[src/rtl/vga_pkg.sv]
// Shared VGA/background constants and the screen controller's state and direction types.
// Contents: VER_PIXELS, IMAGE_WIDTH, IMAGE_HEIGHT, SCREEN_WORDS, the state and direction
// enums, and helpers for the per-screen base address and the y correction applied on a swap.
package vga_pkg;

    localparam int unsigned VER_PIXELS   = 600;
    localparam int unsigned IMAGE_WIDTH  = 64;
    localparam int unsigned IMAGE_HEIGHT = 48;
    localparam int unsigned SCREEN_WORDS = IMAGE_WIDTH * IMAGE_HEIGHT;

    localparam int unsigned IDX_W  = 3;
    localparam int unsigned ADDR_W = 15;
    localparam int unsigned Y_W    = 12;

    // Vertical distance between stacked screens, as a signed player coordinate
    localparam logic signed [Y_W-1:0] Y_STEP = Y_W'(VER_PIXELS);

    typedef enum logic [1:0] {
        IDLE     = 2'd0,
        ARMED    = 2'd1,
        SWAP     = 2'd2,
        COOLDOWN = 2'd3
    } screen_state_t;

    typedef enum logic [1:0] {
        DIR_NONE = 2'd0,
        DIR_UP   = 2'd1,
        DIR_DOWN = 2'd2
    } screen_dir_t;

    // First background word of a screen; unsigned, wraps to 15 bits (max 7*3072 fits)
    function automatic logic [ADDR_W-1:0] screen_base(input logic [IDX_W-1:0] idx);
        return ADDR_W'(idx) * ADDR_W'(SCREEN_WORDS);
    endfunction

    // Offset the player logic adds to its y when the screen changes
    function automatic logic signed [Y_W-1:0] dir_offset(input screen_dir_t dir);
        logic signed [Y_W-1:0] off;
        off = '0;
        case (dir)
            DIR_UP:   off = Y_STEP;
            DIR_DOWN: off = -Y_STEP;
            default:  off = '0;
        endcase
        return off;
    endfunction

endpackage

[src/rtl/screen_ctrl.sv]
// Vertical screen-stack controller: tracks which background screen is shown and moves
// up/down when the player leaves the top/bottom edge, or jumps on an explicit load.
// Changes are committed only at the start of vertical blanking so the background never
// switches mid-frame, followed by a cooldown of a few frames that ignores further exits.
// Ports:
//   clk, rst           - clock, synchronous active-high reset
//   vblnk              - vertical blanking flag
//   player_y/_valid    - signed player top edge and its one-cycle qualifier
//   load_req/_screen   - direct jump request and target; load_ack pulses one cycle later
//   screen_idx         - current screen, bg_base_addr its first background word
//   swap, y_correct    - one-cycle change pulse and the y offset valid with it
//   busy               - FSM not in IDLE
module screen_ctrl
    import vga_pkg::*;
#(
    parameter int unsigned NUM_SCREENS     = 8,
    parameter int unsigned COOLDOWN_FRAMES = 4
) (
    input  logic                  clk,
    input  logic                  rst,
    input  logic                  vblnk,
    input  logic signed [11:0]    player_y,
    input  logic                  player_y_valid,
    input  logic                  load_req,
    input  logic [2:0]            load_screen,
    output logic                  load_ack,
    output logic [2:0]            screen_idx,
    output logic [14:0]           bg_base_addr,
    output logic                  swap,
    output logic signed [11:0]    y_correct,
    output logic                  busy
);

    localparam int unsigned CNT_W = (COOLDOWN_FRAMES > 1) ? $clog2(COOLDOWN_FRAMES) : 1;
    localparam logic [CNT_W-1:0] CNT_LAST = CNT_W'(COOLDOWN_FRAMES - 1);

    screen_state_t     state;
    screen_dir_t       dir;
    logic [IDX_W-1:0]  target;
    logic [CNT_W-1:0]  frame_cnt;
    logic              vblnk_q;

    logic vblnk_rise;
    logic exit_up;
    logic exit_down;
    logic load_take;
    logic load_valid;

    // Event decode shared by all states
    always_comb begin
        vblnk_rise = vblnk && !vblnk_q;
        exit_up    = player_y_valid && player_y[11]
                     && (32'(screen_idx) < NUM_SCREENS - 1);
        exit_down  = player_y_valid && !player_y[11] && (player_y >= Y_STEP)
                     && (screen_idx != '0);
        // Loads are held off during the single swap cycle
        load_take  = load_req && (state != SWAP);
        load_valid = 32'(load_screen) < NUM_SCREENS;
    end

    // Controller FSM with registered outputs
    always_ff @(posedge clk) begin
        if (rst) begin
            state        <= IDLE;
            dir          <= DIR_NONE;
            target       <= '0;
            frame_cnt    <= '0;
            vblnk_q      <= 1'b0;
            screen_idx   <= '0;
            bg_base_addr <= '0;
            swap         <= 1'b0;
            load_ack     <= 1'b0;
            y_correct    <= '0;
            busy         <= 1'b0;
        end else begin
            vblnk_q   <= vblnk;
            load_ack  <= 1'b0;
            swap      <= 1'b0;
            y_correct <= '0;

            if (load_take && load_valid) begin
                // A valid load overrides any exit or pending change
                load_ack  <= 1'b1;
                target    <= load_screen;
                dir       <= DIR_NONE;
                frame_cnt <= '0;
                state     <= ARMED;
                busy      <= 1'b1;
            end else begin
                // An out-of-range target is acknowledged and otherwise dropped
                if (load_take) begin
                    load_ack <= 1'b1;
                end

                case (state)
                    IDLE: begin
                        if (exit_up) begin
                            target <= screen_idx + 3'd1;
                            dir    <= DIR_UP;
                            state  <= ARMED;
                            busy   <= 1'b1;
                        end else if (exit_down) begin
                            target <= screen_idx - 3'd1;
                            dir    <= DIR_DOWN;
                            state  <= ARMED;
                            busy   <= 1'b1;
                        end
                    end

                    ARMED: begin
                        // Commit at the start of blanking; outputs land in the SWAP cycle
                        if (vblnk_rise) begin
                            screen_idx   <= target;
                            bg_base_addr <= screen_base(target);
                            swap         <= 1'b1;
                            y_correct    <= dir_offset(dir);
                            state        <= SWAP;
                        end
                    end

                    SWAP: begin
                        frame_cnt <= '0;
                        state     <= COOLDOWN;
                    end

                    COOLDOWN: begin
                        if (vblnk_rise) begin
                            if (frame_cnt == CNT_LAST) begin
                                frame_cnt <= '0;
                                state     <= IDLE;
                                busy      <= 1'b0;
                            end else begin
                                frame_cnt <= frame_cnt + CNT_W'(1);
                            end
                        end
                    end

                    default: begin
                        state <= IDLE;
                        busy  <= 1'b0;
                    end
                endcase
            end
        end
    end

endmodule

[config.mk]
export PLATFORM = sky130hd
export DESIGN_NAME = screen_ctrl
export DESIGN_NICKNAME = d
export VERILOG_FILES = /design/src/rtl/vga_pkg.sv /design/src/rtl/screen_ctrl.sv
export SDC_FILE = /design/constraint.sdc
export NUM_CORES = 1
export LEC_CHECK = 0
export BUFFER_PORTS_ARGS = -buffer_cell sky130_fd_sc_hd__buf_2
export CAP_MARGIN = 20
export CELL_PAD_IN_SITES_DETAIL_PLACEMENT = 2
export CELL_PAD_IN_SITES_GLOBAL_PLACEMENT = 2
export CORE_AREA = 10 10 82 84
export CTS_CLUSTER_SIZE = 24
export DETAILED_ROUTE_END_ITERATION = 7
export DIE_AREA = 0 0 92 94
export MAX_ROUTING_LAYER = met4
export PLACE_DENSITY_LB_ADDON = 0.1
export REMOVE_ABC_BUFFERS = 1
export SKIP_CTS_REPAIR_TIMING = 1
export SLEW_MARGIN = 20
export SYNTH_ARGS = -nofsm -noshare
export SYNTH_HDL_FRONTEND = slang
export SYNTH_SLANG_ARGS = --single-unit
[constraint.sdc]
create_clock -name clk -period 2.4 [get_ports clk]
set_input_delay 0.48 -clock clk [delete_from_list [all_inputs] [get_ports clk]]
set_output_delay 0.48 -clock clk [all_outputs]
set_load 0.01 [all_outputs]
==> implementation parameters <==
Parameter                              Value

Critical path
  Arr. time, crit path ... 2.27 ns
  R2R setup slack ... approximately 0.27 ns
  Timing startpoint of the critical path ... state[0]$_SDFFE_PP0P_
  Critical path capture point ... busy$_SDFFE_PP0P_
  Worst reg2reg endpoint ... busy$_SDFFE_PP0P_
  Cells along the critical path ... inv_1 -> ha_1 -> nand2b_1 -> a32oi_1 -> nor4bb_1 -> a2111oi_2
  Master of the slowest instance on the critical path ... sky130_fd_sc_hd__dfxtp_1
  Setup Crit Path Kind ... reg2reg
  Maximum fanout along the worst path ... 11
  Register-to-Register Path Depth ... 6
  Crit path required time ... 2.54 ns
  Source of the worst register-to-register timing path ... state[0]$_SDFFE_PP0P_
  Max stage delay on crit path ... roughly 0.42 ns
  Kind of capture point of the worst setup path ... register
  Startpoint types ... register

Final layout
  Final instance area ... 1551 µm²
  Filler Cell Count ... 620
  Relative area change from synthesis to final layout ... 14.29%
  Register Area ... between 400 and 500 µm²
  Area taken by multi-input logic gates ... around 750 µm²
  Number of nets in the finished design ... between 200 and 250
  Final Non-Filler Cells ... 253
  Leading cell type in the layout, fill and taps excluded ... sky130_fd_sc_hd__buf_2
  Share of layout cells above drive strength 1 ... around a quarter
  Most used cells in the layout excluding fill and tap cells ... sky130_fd_sc_hd__buf_2, sky130_fd_sc_hd__dfxtp_1, sky130_fd_sc_hd__nor2_1
  Final core occ ... approximately 30%
  Diodes inserted ... 0

Floorplan
  Die boundary height ... 94 µm
  Floorplan row count ... 26
  Core footprint ... slightly above 5000 µm²
  Die Outline Area ... 8648 µm²
  Die width ... 92 µm
  Initial Util ... roughly 27%
  I/O pin cnt ... 53

Power and ir drop
  Power per standard cell area ... about 540 nW/µm²
  Peak VDD IR ... between 0.00015 and 0.0002 V
  Static power due to leakage ... 0.7167 nW

Drt
  Total via count in the routed design ... 1143
  Residual DRC count ... 0
  Wire length reported by the detailed router ... roughly 3800 µm
  Average wire length per cell after detail routing ... 14.87 µm
  Starting DRT DRC Count ... 24
  Via density ... about 4.5
  Detailed-router iteration count before antenna repair ... 4
  Post-route antenna net violation count ... 0

STA
  Max Freq ... 470.5 MHz
  RSZ-0062 raised after global routing ... no
  Post-Route Skew ... ~0.0034 ns
  Setup-failing EPs final ... 0
  Slew Viols, Final ... 0
  Final worst hold slack ... between 0.4 and 0.5 ns
  Max_slew headroom ... approximately two thirds
  Number of endpoints with negative hold slack in the final report ... 0
  Slew @ Worst Pin ... just under 0.5 ns
  Setup TNS Final ... 0 ns
  Share of the clock period used by the worst path ... 88.56%
  Time the final worst path needs with I/O delays and setup ... between 2 and 2.5 ns

Synth
  Count of distinct cell types in the synthesized netlist ... 36
  Cell area after technology mapping ... approximately 1400 µm²
  Post-synthesis average cell area ... slightly below 9 µm²
  Number of standard cells after synthesis ... between 150 and 200
  Warning count from the yosys run ... 0
  Seq/Total Area, Yosys ... between 30% and 40%
  Total of flip-flops plus latches after synthesis ... 23

GRT
  Largest net degree at the start of global routing ... 20
  Total GRT Usage ... 9.009%
  Antenna violations before repair ... 0
  First-pass GRT wire length ... slightly above 6000 µm
  Number of global-route vias before repair ... 1268
  Aggregate global routing overflow ... 0

Hold path
  Class of the worst hold path ... in2reg
  Worst hold path startpoint ... vblnk

Clock tree
  CTS tree ... built
  Clock root buffer ... sky130_fd_sc_hd__clkbuf_8
  Later-pin clock latency in the skew report ... between 0.2 and 0.3 ns
  CTS H-Tree Depth ... 1
  Number of clock sinks seen by CTS ... 23
  CTS buffer count ... 3
  Maximum clock path buffer count ... 2
  Clock Pin Slew Worst Setup and Hold Paths ... around 0.08 ns

Place
  Detailed placement HPWL ... between 3000 and 4000 µm
  Count of input and output buffers ... 36
  Placer's final routability congestion estimate ... 0.7366
  Cell area after placement ... approximately 1500 µm²
  Number of placed instances, taps included ... ~250

Run status
  Result of the run ... completed

Run
  Count of maximum capacitance violations ... 0
per-layer routing:
layer | routed length (µm) | GRT usage (%) | share of wire [%] | vias to the layer above
li1 | - | - | - | 554
met1 | 1776 | 10.52 | 47 | 550
met2 | 1746 | 14.53 | 46 | 37
met3 | 191 | 2.078 | 5.1 | 2
met4 | 47 | 3.856 | 1.2 | 0
met5 | 0 | - | 0 | -
stage by stage:
step	power (W)	setup WS, ns
after floorplan	0.0005407	0.5725
after global placement	0.0005969	0.3771
after detailed placement	0.0006042	0.2841
after CTS	0.0008599	0.2496
after global routing	0.0009001	0.1061
final	0.0008365	0.2746
flip-flops by register name (all words and copies together), names as in the netlist:
register and count:
target 3, frame_cnt 2, y_correct 3, vblnk_q 1
state 2, bg_base_addr 4, busy 1, swap 1
load_ack 1, screen_idx 3, dir 2
kinds of logic (layout without fill, tap and decap cells):
| family | count (synthesis) | count (layout) | synth area share [%] |
|---|---|---|---|
| mux | 4 | 4 | 3.042 |
| other cells | 1 | 13 | 0.2762 |
| compound gates | 25 | 25 | 14.47 |
| flops | 23 | 23 | 33.92 |
| xor+xnor | 3 | 3 | 1.936 |
| buf+inv | 30 | 46 | 13.82 |
| simple gates | 57 | 57 | 20.37 |
| fa+ha+maj | 12 | 12 | 12.17 |
cell usage after synthesis, drive strengths merged:
| library cell | instances | area, µm² |
|---|---|---|
| dfxtp | 23 | 460.4 |
| buf | 21 | 153.9 |
| nor2 | 16 | 60.06 |
| nand2 | 15 | 56.30 |
| ha | 10 | 125.1 |
| a21oi | 8 | 40.04 |
| inv | 6 | 22.52 |
| nor2b | 6 | 37.54 |
| nand3 | 5 | 25.02 |
| a211oi | 4 | 42.54 |
| a32oi | 3 | 26.28 |
| and2 | 3 | 18.77 |
| clkbuf | 3 | 11.26 |
| mux2i | 3 | 30.03 |
| xnor2 | 3 | 26.28 |
| and3 | 2 | 12.51 |
| fa | 2 | 40.04 |
| nand2b | 2 | 12.51 |
| nand3b | 2 | 15.01 |
| nand4 | 2 | 12.51 |
| nor3 | 2 | 10.01 |
| o21ai | 2 | 10.01 |
| a2111oi | 1 | 15.01 |
| a21o | 1 | 7.510 |
| a221oi | 1 | 8.760 |
| a311oi | 1 | 8.760 |
| a32o | 1 | 10.01 |
| conb | 1 | 3.750 |
| mux2 | 1 | 11.26 |
| nor4bb | 1 | 10.01 |
| o211a | 1 | 10.01 |
| o211ai | 1 | 7.510 |
| o311a | 1 | 10.01 |
| or3 | 1 | 6.260 |
layout make-up:
type                       count  share of cell area [%]
multi-input combinational    114                   48.63
sequential                    23                   29.68
timing repair buffer          36                   11.61
tap                           70                   5.645
clock buffer                   3                   2.661
inverter                       6                   1.452
clock inverter                 1                  0.3226
power breakdown:
part / internal [W] / switching [W] / total (W)
clock network: 0.000116 / 0.000129 / 0.000245
logic: 0.0000683 / 0.000103 / 0.000172
registers: 0.000401 / 0.0000197 / 0.000420
worst max-delay path, delay by kind of cell (launching register included):
family | cells | cell delay (ns)
AO/OA/AOI/OAI | 2 | 0.46
buffers and inverters | 1 | 0.11
adder cells (fa/ha/maj) | 1 | 0.25
flip-flops | 1 | 0.42
AND/OR/NAND/NOR | 2 | 0.77
worst min-delay path by stage:
stage / depth (start not counted) / end
final: 2 / vblnk_q$_SDFF_PP0_
after global placement: 2 / bg_base_addr[11]$_SDFFE_PP0P_
after floorplan: 2 / screen_idx[0]$_SDFFE_PP0P_
after detailed placement: 2 / bg_base_addr[12]$_SDFFE_PP0P_
after CTS: 2 / vblnk_q$_SDFF_PP0_
after global routing: 2 / vblnk_q$_SDFF_PP0_
(Power assumes the default switching activity.)
